$ cat src/rtl/ps2_mouse_pkg.sv
// Shared types and constants for the PS/2 mouse tracker.
// Byte FSM states, packet indices, status-byte layout and clamp helper.
package ps2_mouse_pkg;

  typedef enum logic [1:0] {
    IDLE,
    DATA,
    PARITY,
    STOP
  } byte_state_t;

  localparam logic [1:0] IDX_STAT = 2'd0;
  localparam logic [1:0] IDX_DX   = 2'd1;
  localparam logic [1:0] IDX_DY   = 2'd2;

  localparam int BTN_L = 0;
  localparam int SYNC  = 3;
  localparam int XS    = 4;
  localparam int YS    = 5;
  localparam int XO    = 6;
  localparam int YO    = 7;

  typedef struct packed {
    logic ovf;
    logic ys;
    logic xs;
    logic btn;
  } status_t;

  // pos + sext(d) in 18 signed bits, clamped to 0..maxv
  function automatic logic [15:0] clamp_add(
    input logic [15:0] pos,
    input logic [8:0]  d,
    input logic [15:0] maxv
  );
    logic signed [17:0] sum;
    sum = $signed({2'b00, pos})
        + $signed({{9{d[8]}}, d});
    if (sum < 18'sd0)
      return 16'd0;
    if (sum > $signed({2'b00, maxv}))
      return maxv;
    return sum[15:0];
  endfunction

endpackage

$ cat src/rtl/ps2_byte_receiver.sv
// PS/2 byte receiver: sync, falling-edge detect, framing FSM, timeout.
// Ports: clock, reset_, ps2_clock, ps2_data, pkt_busy -> byte_data/valid/error.
module ps2_byte_receiver
  import ps2_mouse_pkg::*;
#(
  parameter int TIMEOUT_CYCLES = 20000
) (
  input  logic       clock,
  input  logic       reset_,
  input  logic       ps2_clock,
  input  logic       ps2_data,
  input  logic       pkt_busy,
  output logic [7:0] byte_data,
  output logic       byte_valid,
  output logic       byte_error
);

  localparam int TW = $clog2(TIMEOUT_CYCLES + 1);
  localparam logic [TW-1:0] TMO_LAST =
    TW'(TIMEOUT_CYCLES - 1);

  logic clk_s1, clk_s2, clk_q;
  logic dat_s1, dat_s2;

  byte_state_t state, state_d;
  logic [2:0]  bit_cnt, bit_cnt_d;
  logic [7:0]  shreg, shreg_d;
  logic        par_bit, par_bit_d;
  logic [TW-1:0] tmo_cnt;

  logic fall;
  logic active;
  logic timeout;

  assign fall    = clk_q & ~clk_s2;
  // A partial packet also counts as "in progress"
  assign active  = (state != IDLE) | pkt_busy;
  assign timeout = active & ~fall &
                   (tmo_cnt == TMO_LAST);

  assign byte_data = shreg;

  always_ff @(posedge clock or posedge reset_) begin
    if (reset_) begin
      clk_s1 <= 1'b1;
      clk_s2 <= 1'b1;
      clk_q  <= 1'b1;
      dat_s1 <= 1'b1;
      dat_s2 <= 1'b1;
    end else begin
      clk_s1 <= ps2_clock;
      clk_s2 <= clk_s1;
      clk_q  <= clk_s2;
      dat_s1 <= ps2_data;
      dat_s2 <= dat_s1;
    end
  end

  always_ff @(posedge clock or posedge reset_) begin
    if (reset_) begin
      tmo_cnt <= '0;
    end else if (fall | ~active | timeout) begin
      tmo_cnt <= '0;
    end else begin
      tmo_cnt <= tmo_cnt + 1'b1;
    end
  end

  always_ff @(posedge clock or posedge reset_) begin
    if (reset_) begin
      state   <= IDLE;
      bit_cnt <= '0;
      shreg   <= '0;
      par_bit <= 1'b0;
    end else begin
      state   <= state_d;
      bit_cnt <= bit_cnt_d;
      shreg   <= shreg_d;
      par_bit <= par_bit_d;
    end
  end

  always_comb begin
    state_d    = state;
    bit_cnt_d  = bit_cnt;
    shreg_d    = shreg;
    par_bit_d  = par_bit;
    byte_valid = 1'b0;
    byte_error = 1'b0;
    if (timeout) begin
      state_d    = IDLE;
      byte_error = 1'b1;
    end else if (fall) begin
      unique case (state)
        IDLE: begin
          if (!dat_s2) begin
            state_d   = DATA;
            bit_cnt_d = 3'd0;
          end
        end
        DATA: begin
          shreg_d   = {dat_s2, shreg[7:1]};
          bit_cnt_d = bit_cnt + 3'd1;
          if (bit_cnt == 3'd7)
            state_d = PARITY;
        end
        PARITY: begin
          par_bit_d = dat_s2;
          state_d   = STOP;
        end
        STOP: begin
          // odd parity: XOR over data+parity is 1
          if (dat_s2 && (^{shreg, par_bit}))
            byte_valid = 1'b1;
          else
            byte_error = 1'b1;
          state_d = IDLE;
        end
        default: state_d = IDLE;
      endcase
    end
  end

endmodule

$ cat src/rtl/ps2_mouse_tracker.sv
// PS/2 mouse tracker: assembles 3-byte packets into clamped absolute X/Y.
// Ports: clock, reset_, ps2_clock/data in; mouse_x/y, pressed, pulses out.
module ps2_mouse_tracker
  import ps2_mouse_pkg::*;
#(
  parameter logic [15:0] X_MAX  = 16'd639,
  parameter logic [15:0] Y_MAX  = 16'd479,
  parameter logic [15:0] X_INIT = 16'd320,
  parameter logic [15:0] Y_INIT = 16'd240,
  parameter int TIMEOUT_CYCLES  = 20000
) (
  input  logic        clock,
  input  logic        reset_,
  input  logic        ps2_clock,
  input  logic        ps2_data,
  output logic [15:0] mouse_x,
  output logic [15:0] mouse_y,
  output logic        mouse_pressed_,
  output logic        packet_valid,
  output logic        frame_error
);

  logic [7:0] byte_data;
  logic       byte_valid;
  logic       byte_error;

  logic [1:0] idx, idx_d;
  status_t    stat, stat_d;
  logic [7:0] dx_q, dx_d;
  logic [15:0] x_d, y_d;
  logic       btn_d;
  logic       pv_d;
  logic       fe_d;

  ps2_byte_receiver #(
    .TIMEOUT_CYCLES(TIMEOUT_CYCLES)
  ) u_rx (
    .clock      (clock),
    .reset_     (reset_),
    .ps2_clock  (ps2_clock),
    .ps2_data   (ps2_data),
    .pkt_busy   (idx != IDX_STAT),
    .byte_data  (byte_data),
    .byte_valid (byte_valid),
    .byte_error (byte_error)
  );

  always_comb begin
    idx_d  = idx;
    stat_d = stat;
    dx_d   = dx_q;
    x_d    = mouse_x;
    y_d    = mouse_y;
    btn_d  = mouse_pressed_;
    pv_d   = 1'b0;
    fe_d   = 1'b0;
    unique case (1'b1)
      byte_error: begin
        fe_d  = 1'b1;
        idx_d = IDX_STAT;
      end
      byte_valid: begin
        case (idx)
          IDX_STAT: begin
            if (!byte_data[SYNC]) begin
              fe_d = 1'b1;
            end else begin
              stat_d.btn = byte_data[BTN_L];
              stat_d.xs  = byte_data[XS];
              stat_d.ys  = byte_data[YS];
              stat_d.ovf = byte_data[XO] |
                           byte_data[YO];
              idx_d = IDX_DX;
            end
          end
          IDX_DX: begin
            dx_d  = byte_data;
            idx_d = IDX_DY;
          end
          IDX_DY: begin
            idx_d = IDX_STAT;
            pv_d  = 1'b1;
            btn_d = stat.btn;
            if (!stat.ovf) begin
              x_d = clamp_add(mouse_x,
                      {stat.xs, dx_q}, X_MAX);
              y_d = clamp_add(mouse_y,
                      {stat.ys, byte_data}, Y_MAX);
            end
          end
          default: idx_d = IDX_STAT;
        endcase
      end
      default: ;
    endcase
  end

  always_ff @(posedge clock or posedge reset_) begin
    if (reset_) begin
      idx            <= IDX_STAT;
      stat           <= '0;
      dx_q           <= '0;
      mouse_x        <= X_INIT;
      mouse_y        <= Y_INIT;
      mouse_pressed_ <= 1'b0;
      packet_valid   <= 1'b0;
      frame_error    <= 1'b0;
    end else begin
      idx            <= idx_d;
      stat           <= stat_d;
      dx_q           <= dx_d;
      mouse_x        <= x_d;
      mouse_y        <= y_d;
      mouse_pressed_ <= btn_d;
      packet_valid   <= pv_d;
      frame_error    <= fe_d;
    end
  end

endmodule

$ cat config.mk
export PLATFORM = sky130hd
export DESIGN_NAME = ps2_mouse_tracker
export DESIGN_NICKNAME = d
export VERILOG_FILES = /design/src/rtl/ps2_mouse_pkg.sv /design/src/rtl/ps2_byte_receiver.sv /design/src/rtl/ps2_mouse_tracker.sv
export SDC_FILE = /design/constraint.sdc
export NUM_CORES = 1
export LEC_CHECK = 0
export ABC_AREA = 1
export CORE_MARGIN = 2
export CORE_UTILIZATION = 45
export DETAILED_ROUTE_END_ITERATION = 10
export PLACE_DENSITY_LB_ADDON = 0.2
export SYNTH_ARGS = -nofsm -noshare
export SYNTH_HDL_FRONTEND = slang
export SYNTH_HIERARCHICAL = 1
export SYNTH_SLANG_ARGS = --single-unit
$ cat constraint.sdc
create_clock -name clock -period 3.2 [get_ports clock]
set_input_delay 0.96 -clock clock [delete_from_list [all_inputs] [get_ports clock]]
set_output_delay 0.96 -clock clock [all_outputs]
set_load 0.02 [all_outputs]
==> impl_metrics.yaml, run 1 <==
floorplanning:
  initial_core_util_pct: 46.55
  fp.dieW_um: 118.7
  core-area_mm2: 0.01272
  rows: 41
  die_h_um: 118.7
  io_pins: 39
  die_area_mm2: 0.01409
timing:
  rsz0062_at_grt: "no"
  tightest_slew_ps: 795.8
  layout_min_cycle_time_ps: 2709
  worst_slack_ps: 490.8
  fin_tns_setup_ps: 0
  relSlewSlack_pct: 46.89
  fin_crit_sh_pct: 84.66
  finalSetupViolCount: 0
  hold_violations: 0
  timing.final.max_slew_violations: 0
  fin_skew_ps: 12.86
  max_freq_mhz: 369.1
pwr:
  p_leak_uw: 0.003626
  p_per_area_mw_per_mm2: 458.6
  peakVddDrop_mv: 0.4341
  power_uw: 3122
finish:
  regArea_mm2: 0.002091
  final_cells: 1058
  syn_to_final_growth_pct: 14.96
  multiInputGateArea_mm2: 0.003283
  n_antenna_cell: 0
  layout_common_cells: "nand2_1, inv_1, dfrtp_1, nor2_1, nand3_1"
  nFillCells: 1287
  fin_nets: 929
  layout.cells.most_common: "nand2_1"
  drive_above_1_share_pct: 9.707
setup_path:
  crit_type: "flip-flop to flip-flop"
  cp.arrival_ps: 2990
  reg2reg_from: "u_rx/byte_data[5]"
  critPathMaxFanout: 21
  startpoint_type: "flip-flop"
  endpoint_kind: "flip-flop"
  r2r_end: "mouse_y[5]"
  r2r_setup_slack_ps: 490
  required_ps: 3490
  r2r_cells: 17
yosys:
  syn_inst: 834
  synth_seq_cells: 83
  synthDistinctLibCells: 41
  syn_area_mm2: 0.005922
  syn_nets: 882
  ys.flop_type: "dfrtp_1"
  ys_async_sr_fraction_pct: 100.0
  synth-edff-count: 0
  synth_seq_area_share_pct: 35.31
  yosys_warnings: 6
  syn_avg_cell_area_um2: 7.101
run:
  drv_cap: 0
global_routing:
  grtUsageMet3_pct: 2.896
  grt_pass1_vias: 4946
  grt_pass1_wl_mm: 23.32
  use_met1_pct: 27.49
  grt_use_met2_pct: 32.90
  grt_usage_pct: 20.26
  grt-busiest-layer: "met2"
  grt-ovfl-total: 0
  antenna_found_initial: 0
  grt_max_degree: 35
cts:
  ctsResizeCount: 0
  path_clk_slew_ps: 60
  insertion_delay_ps: 350
  cts_hold_buf: 0
  cts_tree: "done"
  htree_levels: 3
  cts_buffers: 9
  cts_setup_buffers: 0
  cts-root-buf: "clkbuf_16"
  clockBufferDepth: 2
  cts.sinks: 83
detailed_routing:
  vias_per_cell: 4.879
  drt_iter0_markers: 220
  num_vias: 5162
  drc: 0
  drt-total-wl_mm: 13.25
  detail-route-antenna-nets: 0
  wire_per_inst_um: 12.52
  first_pass_iters: 5
placed_design:
  portBuffers: 38
  gp_congestion: 0.8686
  placedCellCount: 1042
  post-place-ws_ps: 510.7
  place_hpwl_mm: 10.46
worst_hold_path:
  worstHoldStart: "u_rx/dat_s1"
  hold_depth: 0
  hold_class: "flip-flop to flip-flop"
  min_to: "u_rx/dat_s2"
run_status:
  outcome: "finished clean"
flip-flops by register name (all words and copies together) (netlist names), 2 cells and up:
| name | flops |
|---|---|
| u_rx/bit_cnt | 3 |
| u_rx/tmo_cnt | 15 |
| idx | 2 |
| u_rx/state | 2 |
| mouse_y | 16 |
| stat | 4 |
| mouse_x | 16 |
| dx_q | 8 |
| u_rx/byte_data | 8 |
cell families after synthesis:
logic type	count (synthesis)	synth area share (%)
xor+xnor	15	2.219
compound gates	81	7.818
buf+inv	142	9.254
flops	83	35.31
fa+ha+maj	44	9.550
mux	3	0.5704
simple gates	466	35.28
stage by stage:
step	utilization, %	cell area (um^2)	hold slack [ps]
final	53.51	6808	355.4
after global routing	53.51	6808	362.9
after CTS	53.51	6808	356.8
after detailed placement	51.18	6511	347.9
after global placement	51.18	6511	346.6
after floorplan	-	5922	345.2
where the power goes:
group / total (uW) / leakage (uW) / internal, uW / switching, uW
combinational: 799 / 0.00238 / 291 / 508
sequential: 1270 / 0.00110 / 1150 / 119
clock: 1050 / 0.000139 / 625 / 428
synthesized netlist by cell type, drive strengths merged (7+ instances only):
master | number | area (um^2)
inv | 135 | 506.7
xor2 | 7 | 61.31
nor3 | 12 | 96.35
ha | 42 | 525.5
nand3 | 56 | 295.3
a21oi | 37 | 219.0
dfrtp | 72 | 1802
o21ai | 36 | 187.7
nand4 | 23 | 150.1
nor2 | 78 | 355.3
dfstp | 11 | 289.0
xnor2 | 8 | 70.07
nand2 | 288 | 1126
layout make-up:
class	instances	share of cell area (%)
inverter	136	7.517
tap	172	3.161
clock inverter	4	0.7352
timing repair buffer	42	6.028
multi-input combinational	609	48.23
clock buffer	12	3.621
sequential	83	30.71
worst max-delay path by stage:
| stage | start | to | slack [ps] |
|---|---|---|---|
| floorplan | mouse_y[0] | mouse_y[8] | 970 |
| finish | u_rx/byte_data[5] | mouse_y[5] | 490 |
| detailed placement | u_rx/byte_data[5] | mouse_y[5] | 510 |
| CTS | u_rx/byte_data[3] | mouse_y[5] | 490 |
| global route | u_rx/byte_data[3] | mouse_x[8] | 150 |
| global placement | u_rx/byte_data[3] | mouse_x[7] | 590 |
per-layer routing:
| layer | share of wire (%) | up-vias |
|---|---|---|
| li1 | - | 2741 |
| met1 | 50 | 2335 |
| met2 | 45 | 70 |
| met3 | 2.9 | 16 |
| met4 | 1.7 | 0 |
| met5 | 0 | - |
critical path: stages, from the launching register on:
cell,delay (ps)
dfrtp_1,450
inv_1,120
nand2_1,50
nand2_1,90
nand2_1,60
nand3_1,90
nand2_1,50
nand2_1,50
nand3_1,90
nor2_1,170
inv_1,100
nor3_2,170
inv_1,90
nor2_2,110
inv_1,350
a21oi_4,390
nand4_1,130
nand2_1,70
Power figures use the tool's default switching activity.
==> run 2, diff against run 1 <==
- clock period: 3.2 -> 2.6 ns (I/O delays scaled with it)
==> run 2 against run 1 <==
Compared with the run above: first-iteration DRC count rose by 40%; critical endpoint is now mouse_x[0]; non-clock buffer count is 8 higher; largest power group unchanged; critical path type unchanged; via count is 2.2% higher; clock power is 25% higher.
==> impl_metrics.yaml, run 2 (synthesis gave the netlist of run 1 again) <==
timing:
  rsz0062_at_grt: "no"
  relSlewSlack_pct: 65.47
  fin_tns_setup_ps: 0
  worst_slack_ps: 145.6
  tightest_slew_ps: 516.6
  fin_skew_ps: 10.75
  fin_crit_sh_pct: 94.40
  finalSetupViolCount: 0
  max_freq_mhz: 407.4
  timing.final.max_slew_violations: 0
  layout_min_cycle_time_ps: 2454
  hold_violations: 0
setup_path:
  timing.critical_path.mode_cell: "nand2_1"
  cp.arrival_ps: 2700
  endpoint_kind: "flip-flop"
  worst-path-stages: 15
  required_ps: 2840
  cp_top_family: "simple AND/OR/NAND/NOR gates"
  r2r_setup_slack_ps: 150
  crit_path_start: "mouse_x[0]"
  path_buf_inv: 1
  startpoint_type: "flip-flop"
  slowest_stage: "fa_1"
  reg2reg_from: "mouse_x[0]"
  crit_type: "flip-flop to flip-flop"
  r2r_cells: 15
  cpPeakStageDelay_ps: 430
  path_cells: "ha_1 -> inv_1 -> fa_1 -> o21ai_2 -> nand2_1 -> nand2_2 -> nand2_2 -> nand2_2 -> nand2_1 -> nand2_1 -> nand2_1 -> nand2_2 -> nand4_1 -> nand2_1 -> nand2_1"
  crit_path_end: "mouse_x[0]"
  critPathMaxFanout: 10
  r2r_end: "mouse_x[0]"
global_routing:
  grt_pass1_wl_mm: 23.15
  antenna_found_initial: 0
  grt_usage_pct: 20.25
  grt_pass1_vias: 4961
  grt-ovfl-total: 0
  grt_max_degree: 35
cts:
  cts_hold_buf: 0
  cts_buffers: 9
  insertion_delay_ps: 350
  path_clk_slew_ps: 70
  cts-root-buf: "clkbuf_16"
  cts_tree: "done"
  clockBufferDepth: 2
  cts.sinks: 83
  htree_levels: 3
detailed_routing:
  wire_per_inst_um: 13.09
  detail-route-antenna-nets: 0
  drt_iter0_markers: 309
  first_pass_iters: 5
  vias_per_cell: 4.940
  drt-total-wl_mm: 13.98
  num_vias: 5276
  drc: 0
pwr:
  cell_internal_pwr_uw: 2558
  p_leak_uw: 0.003673
  switchingPower_uw: 1342
  power_uw: 3900
  clockPowerShare_pct: 33.6
  p_per_area_mw_per_mm2: 563.0
  seqPwrFrac_pct: 39.9
  swShare_pct: 34.40
  combPwrFrac_pct: 26.5
  peakVddDrop_mv: 0.4746
floorplanning:
  fp.dieW_um: 118.7
  initial_core_util_pct: 46.55
  die_h_um: 118.7
  core-area_mm2: 0.01272
  die_area_mm2: 0.01409
  rows: 41
  io_pins: 39
placed_design:
  placedCellCount: 1048
  gp_congestion: 0.8925
  portBuffers: 38
  place_hpwl_mm: 10.57
  post-place-ws_ps: 78.98
worst_hold_path:
  hold_class: "flip-flop to flip-flop"
  hold_depth: 0
finish:
  syn_to_final_growth_pct: 16.97
  n_antenna_cell: 0
  finish.utilization_pct: 54.45
  final_cells: 1068
  drive_above_1_share_pct: 12.05
  fin_nets: 939
  reg.largest.list: "mouse_x (16), mouse_y (16), u_rx/tmo_cnt (15)"
  layout.cells.most_common: "nand2_1"
  layout_common_cells: "nand2_1, inv_1, dfrtp_1, nor2_1, nand3_1"
run_status:
  outcome: "finished clean"
run:
  drv_cap: 0
run 2: cell count changes in the layout (fill, tap and decap cells not counted), sizes merged:
cell    change
clkinv      +1
inv         +2
buf         +8
clkbuf      -3
a21oi       +2
run 2: worst register-to-register path, cell delays in order (launching register included):
cell     delay (ps)
dfrtp_1         380
ha_1            230
inv_1            70
fa_1            430
o21ai_2         240
nand2_1         120
nand2_2          80
nand2_2          60
nand2_2          90
nand2_1          60
nand2_1          80
nand2_1          70
nand2_2         200
nand4_1         130
nand2_1          70
nand2_1          50
run 2: what timing repair did:
| item | CTS | global route |
|---|---|---|
| setup endpoints to repair | 0 | 19 |
| setup buffers | 0 | 2 |
| resized for setup | 0 | 11 |
run 2: stage by stage:
stage	cell area, um^2	hold slack, ps
2_1_floorplan	5922	345.2
3_3_place_gp	6569	345.9
3_5_place_dp	6569	351.7
4_1_cts	6870	360.8
5_1_grt	6927	363.1
6_report	6927	357.7
run 2: final cells by class:
class	instances	area [um^2]
well taps	172	215.2
flip-flops and latches	83	2096
inverters	136	511.7
repair buffers	50	483.0
clock inverters	7	76.32
multi-input cells	611	3319
fillers	1289	5796
clock buffers	9	225.2
run 2: power groups by stage:
stage	Combinational [uW]	Clock [uW]	Sequential, uW
floorplan	815	0	1550
global placement	1000	0	1580
detailed placement	1010	0	1580
CTS	1010	1350	1560
global route	1230	1410	1580
finish	1030	1310	1560
run 2: worst min path at each step:
stage / start / end / slack (ps)
global route: u_rx/dat_s1 / u_rx/dat_s2 / 360
finish: u_rx/dat_s1 / u_rx/dat_s2 / 360
detailed placement: u_rx/clk_s1 / u_rx/clk_s2 / 350
CTS: u_rx/clk_s1 / u_rx/clk_s2 / 360
global placement: u_rx/clk_s1 / u_rx/clk_s2 / 350
floorplan: u_rx/clk_s1 / u_rx/clk_s2 / 350
run 2: metal layers:
| metal | track usage [%] | part of all wire, % | up-vias |
|---|---|---|---|
| li1 | - | - | 2755 |
| met1 | 27.84 | 50 | 2422 |
| met2 | 32.11 | 45 | 82 |
| met3 | 3.813 | 3.4 | 17 |
| met4 | 6.622 | 1.5 | 0 |
| met5 | 0 | 0 | - |
